--- src/rtl/spike_pkg.sv ---
// Shared types and default widths for the spike rate decoder.
package spike_pkg;

   localparam int unsigned WINDOW_W_DEF = 8;
   localparam int unsigned COUNT_W_DEF  = 8;

   typedef enum logic [1:0] {
      StIdle,
      StCount,
      StHold
   } state_e;

endpackage

--- src/rtl/sat_counter.sv ---
// Up-counter with synchronous clear that sticks at all-ones instead of wrapping.
module sat_counter #(
   parameter int unsigned Width = 8
) (
   input  logic             clk,
   input  logic             reset,
   input  logic             clear,
   input  logic             inc,
   output logic [Width-1:0] count,
   output logic             sat
);

   logic [Width-1:0] count_q;

   assign count = count_q;
   assign sat   = &count_q;

   always_ff @(posedge clk) begin
      if (reset || clear) begin
         count_q <= '0;
      end else if (inc && !sat) begin
         count_q <= count_q + Width'(1);
      end
   end

endmodule

--- src/rtl/spike_rate_decoder.sv ---
// Counts spikes over a programmable window and reports the rate and, when
// SPIKE_RATE_DECODER_ISI_EN is defined, the minimum inter-spike interval.
module spike_rate_decoder
   import spike_pkg::*;
#(
   parameter int unsigned WINDOW_W = WINDOW_W_DEF,
   parameter int unsigned COUNT_W  = COUNT_W_DEF
) (
   input  logic                clk,
   input  logic                reset,
   input  logic                spike_in,
   input  logic                start,
   input  logic [WINDOW_W-1:0] window_len,
   output logic                busy,
   output logic [COUNT_W-1:0]  rate_out,
   output logic [COUNT_W-1:0]  isi_min,
   output logic                valid,
   input  logic                ready
);

   state_e              state_q, state_d;
   logic [WINDOW_W-1:0] remain_q, remain_d;
   logic [COUNT_W-1:0]  rate_q, rate_d;
   logic [COUNT_W-1:0]  spike_cnt, count_next;
   logic                spike_sat;
   logic                accept, sample, spike, last;

   assign accept = (state_q == StIdle) && start;
   assign sample = (state_q == StCount);
   assign spike  = sample && spike_in;
   assign last   = sample && (remain_q == WINDOW_W'(1));

   sat_counter #(
      .Width(COUNT_W)
   ) u_spike_cnt (
      .clk  (clk),
      .reset(reset),
      .clear(accept),
      .inc  (spike),
      .count(spike_cnt),
      .sat  (spike_sat)
   );

   // Result must include a spike on the final sample, so look one step ahead.
   assign count_next = (spike && !spike_sat) ? spike_cnt + COUNT_W'(1) : spike_cnt;

   always_comb begin
      state_d  = state_q;
      remain_d = remain_q;
      rate_d   = rate_q;
      unique case (state_q)
         StIdle: begin
            if (start) begin
               state_d  = StCount;
               remain_d = (window_len == '0) ? WINDOW_W'(1) : window_len;
            end
         end
         StCount: begin
            if (remain_q == WINDOW_W'(1)) begin
               state_d = StHold;
               rate_d  = count_next;
            end else begin
               remain_d = remain_q - WINDOW_W'(1);
            end
         end
         StHold: begin
            if (ready) begin
               state_d = StIdle;
            end
         end
         default: state_d = StIdle;
      endcase
   end

   always_ff @(posedge clk) begin
      if (reset) begin
         state_q  <= StIdle;
         remain_q <= '0;
         rate_q   <= '0;
      end else begin
         state_q  <= state_d;
         remain_q <= remain_d;
         rate_q   <= rate_d;
      end
   end

   assign busy     = (state_q != StIdle);
   assign valid    = (state_q == StHold);
   assign rate_out = rate_q;

`ifdef SPIKE_RATE_DECODER_ISI_EN
   logic               have_q;
   logic [COUNT_W-1:0] gap, isi_now, min_q, min_next, isi_q;
   logic               gap_sat;

   // Gap counts non-spike samples since the previous spike.
   sat_counter #(
      .Width(COUNT_W)
   ) u_gap_cnt (
      .clk  (clk),
      .reset(reset),
      .clear(accept || spike),
      .inc  (sample && !spike_in),
      .count(gap),
      .sat  (gap_sat)
   );

   assign isi_now  = gap_sat ? '1 : gap + COUNT_W'(1);
   assign min_next = (spike && have_q && (isi_now < min_q)) ? isi_now : min_q;

   always_ff @(posedge clk) begin
      if (reset) begin
         have_q <= 1'b0;
         min_q  <= '1;
         isi_q  <= '1;
      end else if (accept) begin
         have_q <= 1'b0;
         min_q  <= '1;
      end else if (sample) begin
         if (spike_in) begin
            have_q <= 1'b1;
         end
         min_q <= min_next;
         if (last) begin
            isi_q <= min_next;
         end
      end
   end

   assign isi_min = isi_q;
`else
   assign isi_min = '1;
`endif

endmodule

--- config.mk ---
export PLATFORM = sky130hd
export DESIGN_NAME = spike_rate_decoder
export DESIGN_NICKNAME = d
export VERILOG_FILES = /design/src/rtl/spike_pkg.sv /design/src/rtl/sat_counter.sv /design/src/rtl/spike_rate_decoder.sv
export SDC_FILE = /design/constraint.sdc
export NUM_CORES = 1
export LEC_CHECK = 0
export ABC_AREA = 1
export CORE_MARGIN = 5
export CORE_UTILIZATION = 25
export DETAILED_ROUTE_END_ITERATION = 7
export GPL_TIMING_DRIVEN = 0
export SYNTH_ARGS = -nofsm -noshare
export SYNTH_HDL_FRONTEND = slang
export SYNTH_SLANG_ARGS = --single-unit
export TNS_END_PERCENT = 100
--- constraint.sdc ---
create_clock -name clk -period 1.45 [get_ports clk]
set_clock_uncertainty 0.05 [all_clocks]
set_input_delay 0.145 -clock clk [delete_from_list [all_inputs] [get_ports clk]]
set_output_delay 0.145 -clock clk [all_outputs]
set_load 0.005 [all_outputs]
; ---- After elaboration in Yosys (flattened, before gate mapping)
; Cells that the tools add are included.
[classes]
addsub = 2
eq_ne = 7
mux = 9
n_reduce_logical = 13
[ops]
columns = operator, count
row1 = $mux 8, 4
row2 = $pmux 8 s2, 1
row3 = $add 8x1->8 const B, 1
row4 = $eq 8x1->1 const B, 1
row5 = $logic_not 8->1, 1
row6 = $reduce_and 8->1, 1
row7 = $sub 8x1->8 const B, 1
row8 = $mux 2, 3
row9 = $pmux 2 s3, 1
row10 = $reduce_and 3->1, 2
row11 = $ne 2x1->1 const B, 2
row12 = $ne 2x2->1 const B, 2
row13 = $reduce_bool 2->1, 2
row14 = $logic_and 1x1->1, 3
row15 = $eq 2x1->1 const B, 1
row16 = $eq 2x2->1 const B, 1
row17 = $logic_not 2->1, 1
row18 = $reduce_and 2->1, 1
row19 = $logic_not 1->1, 1
row20 = $logic_or 1x1->1, 1
[totals]
register_bits = 26
inputBits = 13
output_inout_bits = 18
elab_cells = 35

; ---- Depth between registers and ports, before layout
[depth]
depth_word = 4
mapped_depth = 10
ltp_nobuf = 10

; ---- Modules after synthesis
; From an unflattened synthesis, not the netlist that was laid out.
[unflattened]
cells_unflattened = 286
hier_area_um2 = 1785.5
[modules_own_cells]
columns = module, instances, cells_per_inst, area_per_inst_um2, seq_area_each_um2
row1 = spike_rate_decoder, 1, 214, 1328.8, 360.3
row2 = sat_counter, 1, 72, 456.7, 160.2

; ---- Least setup slack after synthesis
; OpenSTA, ideal clock, no wires.
[synth_path]
kind = reg2reg
start = reg u_spike_cnt.count_q[0], in the netlist u_spike_cnt.count[0]
end = reg rate_q[5], in the netlist rate_out[5]
setup_ps = 109
arrival_time_ps = 1232
required_ps = 1291
setup_slack_ps = 60
path_stages_with_launch = 11
path_buffers = 0
synth_period_minus_slack_ps = 1390
cell_sequence = dfxtp_1 -> ha_1 -> nand3_1 -> nor2_1 -> nand2_1 -> nand2_2 -> inv_2 -> nand2_1 -> nand3_1 -> nand2_1 -> inv_1
[synth_via]
elab_chain_len = 4
word_cells_on_any_way = 5
cone_classes = add/sub (1) / mux (1) / reduce/logical (3)
[synth_lines]
columns = element, line
row1 = start: declaration, sat_counter.sv:13  ; logic [Width-1:0] count_q;
row2 = start signal: assignment, sat_counter.sv:22  ; count_q <= count_q + Width'(1);
row3 = "parallel branches: the longest is 3 deep, another holds $add 8x1->8", -
row4 = $mux 8 (*), -
row5 = end signal: assignment, spike_rate_decoder.sv:83  ; rate_q <= rate_d;
row6 = end: declaration, spike_rate_decoder.sv:23  ; logic [COUNT_W-1:0] rate_q, rate_d;
; Mark *: on every way between the ends.
; A chain may end at the register's enable or synchronous reset.

; ---- Final worst setup path
[layout_path]
start = reg u_spike_cnt.count_q[1], in the netlist u_spike_cnt.count[1]
end = reg rate_q[5], in the netlist rate_out[5]
; Same word-level chain as after synthesis.

==> impl_metrics.yaml <==
logic_synthesis:
  ys_seq_area_share_pct: 34.44
  yosys.area_share.simple_pct: 37.42
  ys_top_cells_by_area: "dfxtp_1 (34%), nand2_1 (14%), nor2_1 (10%), inv_1 (7.7%), nand3_1 (6.6%)"
  syn_area_um2: 1511
  syn_inst: 233
  synthAdderAreaFrac_pct: 2.483
  yosysWarnings: 0
  synth-async-reset-ratio_pct: 0
  yosysUniqueCellTypes: 26
  synth_area_per_cell_um2: 6.487
  synth_ff_type: "dfxtp_1"
  synth_top_area_share_pct: 34.44
  yosys.area.top_type: "dfxtp_1"
  synth_compound_area_share_pct: 8.526
  synth-seq-cells: 26
  synth_edf_count: 0
  synth_xor_area_share_pct: 2.897
  yosys-mux-area-fraction_pct: 0
  synth_top_family_by_area: "simple AND/OR/NAND/NOR gates"
drt:
  vias: 1476
  ant_nets: 0
  viasPerCell: 4.205
  post_drt_wl_per_cell_um: 10.73
  wl_um: 3766
  drt_iter0_markers: 39
  first_pass_iters: 4
  drc: 0
floorplan:
  dieArea_um2: 7701
  fp.dieH_um: 87.76
  die_x_um: 87.76
  core_um2: 5886
  initial_core_util_pct: 25.68
  core.rowCount: 28
  ios: 31
final_layout:
  fill_cells: 625
  syn2layout_area_growth_pct: 42.72
  drive_above_1_share_pct: 22.83
  regArea_um2: 531.8
  diodes: 0
  fin_nets: 293
  multi_input_area_um2: 925.9
worst_setup_path:
  path_class: "flip-flop to flip-flop"
  cpLargestDelayFamily: "simple AND/OR/NAND/NOR gates"
  reg2reg_depth: 10
  crit_buf_inv: 2
  crit_fanout: 6
  path_depth: 10
  worstSetupStartpointType: "flip-flop"
  ff2ff_setup_slack_ns: 0.02
  crit_arrival_ns: 1.55
  cp-end-kind: "flip-flop"
  cp.required_ns: 1.57
  cp-startpoint: "u_spike_cnt.count[1]"
  critical_path.most_common_cell: "nand2_1"
  crit_path_cell_trace: "ha_4 -> nand3_4 -> nor2_4 -> nand2_2 -> nand2_4 -> inv_4 -> nand2_1 -> nand3_1 -> nand2_1 -> inv_1"
  cpPeakStageDelay_ns: 0.37
  crit_slowest_cell: "dfxtp_2"
  rr_startpoint: "u_spike_cnt.count[1]"
placed_design:
  portBuffers: 22
  gp_routability_congestion: 0.8059
  dp_hpwl_um: 2561
  pre_cts_slack_ns: -0.1389
global_routing:
  grt_pass1_wl_um: 6134
  overflow: 0
  antenna_found_initial: 0
  grt_pass1_vias: 1375
  grt_max_degree: 16
  grt_usage_pct: 9.804
timing:
  fin_ws_ns: 0.02004
  clock.fmax_ghz: 0.6993
  fin_crit_ns: 1.430
  setup_viol: 0
  slew_violations: 0
  slew_headroom_pct: 62.41
  rsz0062_at_grt: "yes"
  finalHoldViolations: 0
  post-route-period-util_pct: 98.62
  tightest_slew_ns: 0.5639
clocking:
  cts_buffers: 3
  root_buffer: "clkbuf_8"
  cts_tree: "done"
  holdBufCountCts: 0
  clk_latency_ns: 0.27
  cts_max_path_buffers: 2
  cts.clk_slew.worst_paths_ns: 0.09
  cts.sinks: 26
  h-tree-depth: 1
pwr:
  fin_total_pwr_mw: 1.896
  ir_drop_mv: 0.6874
  power.density_nw_per_um2: 878.8
  p_leak_nw: 0.9718
hold_path:
  hp-start: "ready"
  worstHoldPathCells: 4
  hp-class: "input pin to flip-flop"
run:
  maxCapViolCount: 0
outcome:
  status: "finished, final reports clean"
-- worst register-to-register path: cells and delay by family, from the launching register on --
kind	cells	cell delay, ns
buffers and inverters	2	0.11
flip-flops	1	0.37
adder cells (fa/ha/maj)	1	0.16
AND/OR/NAND/NOR	7	0.63
-- power breakdown --
group | total (mW) | internal, mW | switching (mW)
combinational | 0.482 | 0.214 | 0.268
clock | 0.598 | 0.369 | 0.228
sequential | 0.816 | 0.762 | 0.0546
-- state kept, by name (all words and copies together), names as in the netlist --
signal / cells
state_q: 2
remain_q: 8
u_spike_cnt.count: 8
rate_out: 8
-- cell usage in the layout, fill, tap and decap left out, drive strengths merged --
cell type      count
inv               33
dfxtp             26
ha                 3
dlygate4sd2        1
nand3b             2
dlymetal6s2s       1
clkdlybuf4s50     20
buf               20
clkbuf             4
nand2             59
nand3             20
xnor2              1
nor2              44
nand4              2
bufinv             1
xor2               4
o21ai             15
conb               8
or2                1
a21oi             10
clkinv             1
-- final timing paths --
kind	to
worst max-delay path	rate_out[5]
worst min-delay path	state_q[1]
worst max register to register	rate_out[5]
worst min register to register	remain_q[7]
-- Yosys cell counts (3+ instances only) --
library cell / instances
inv_1: 31
a21oi_1: 10
ha_1: 3
o21ai_0: 12
nand2_1: 56
nor2_1: 41
nand3_1: 20
xor2_1: 4
dfxtp_1: 26
buf_4: 9
-- cells by family after synthesis --
| family | count (synthesis) |
|---|---|
| buffers and inverters | 45 |
| adder cells (fa/ha/maj) | 3 |
| AND/OR/NAND/NOR | 128 |
| flip-flops | 26 |
| XOR/XNOR | 5 |
| AO/OA/AOI/OAI | 25 |
| other | 1 |
-- metrics by stage --
stage	cell area [um2]	util, %	setup TNS (ns)	cells	hold slack, ns
after floorplan	1538	-	0	240	0.2592
after global placement	1852	31.46	-1.187	337	0.4499
after detailed placement	1852	31.46	-1.146	337	0.4576
after CTS	2014	34.23	0	347	0.4632
after global routing	2157	36.65	-0.3127	351	0.4756
final	2157	36.65	0	351	0.4630
-- final cells by class --
type                            count  area share [%]
Multi-Input combinational cell    169           42.92
Sequential cell                    26           24.65
Timing Repair Buffer               32           14.68
Inverter                           34           6.265
Tap cell                           75           4.350
Buffer                             11           3.828
Clock buffer                        3           1.914
Clock inverter                      1           1.392
-- layer usage --
layer / part of all wire, % / global-route usage, % / wire (um) / up-vias
li1: - / - / - / 791
met1: 43 / 12.05 / 1637 / 654
met2: 51 / 17.60 / 1913 / 27
met3: 4.9 / 2.352 / 185 / 4
met4: 0.80 / 1.534 / 30 / 0
met5: 0 / 0 / 0 / -
-- timing repair --
| item | 4_1_cts | 5_1_grt |
|---|---|---|
| cloned | 0 | 1 |
| gates resized for setup | 11 | 33 |
| buffers inserted | 6 | 3 |
| setup endpoints to repair | 20 | 25 |
| pin swaps | 3 | 12 |
(Power assumes the default switching activity.)
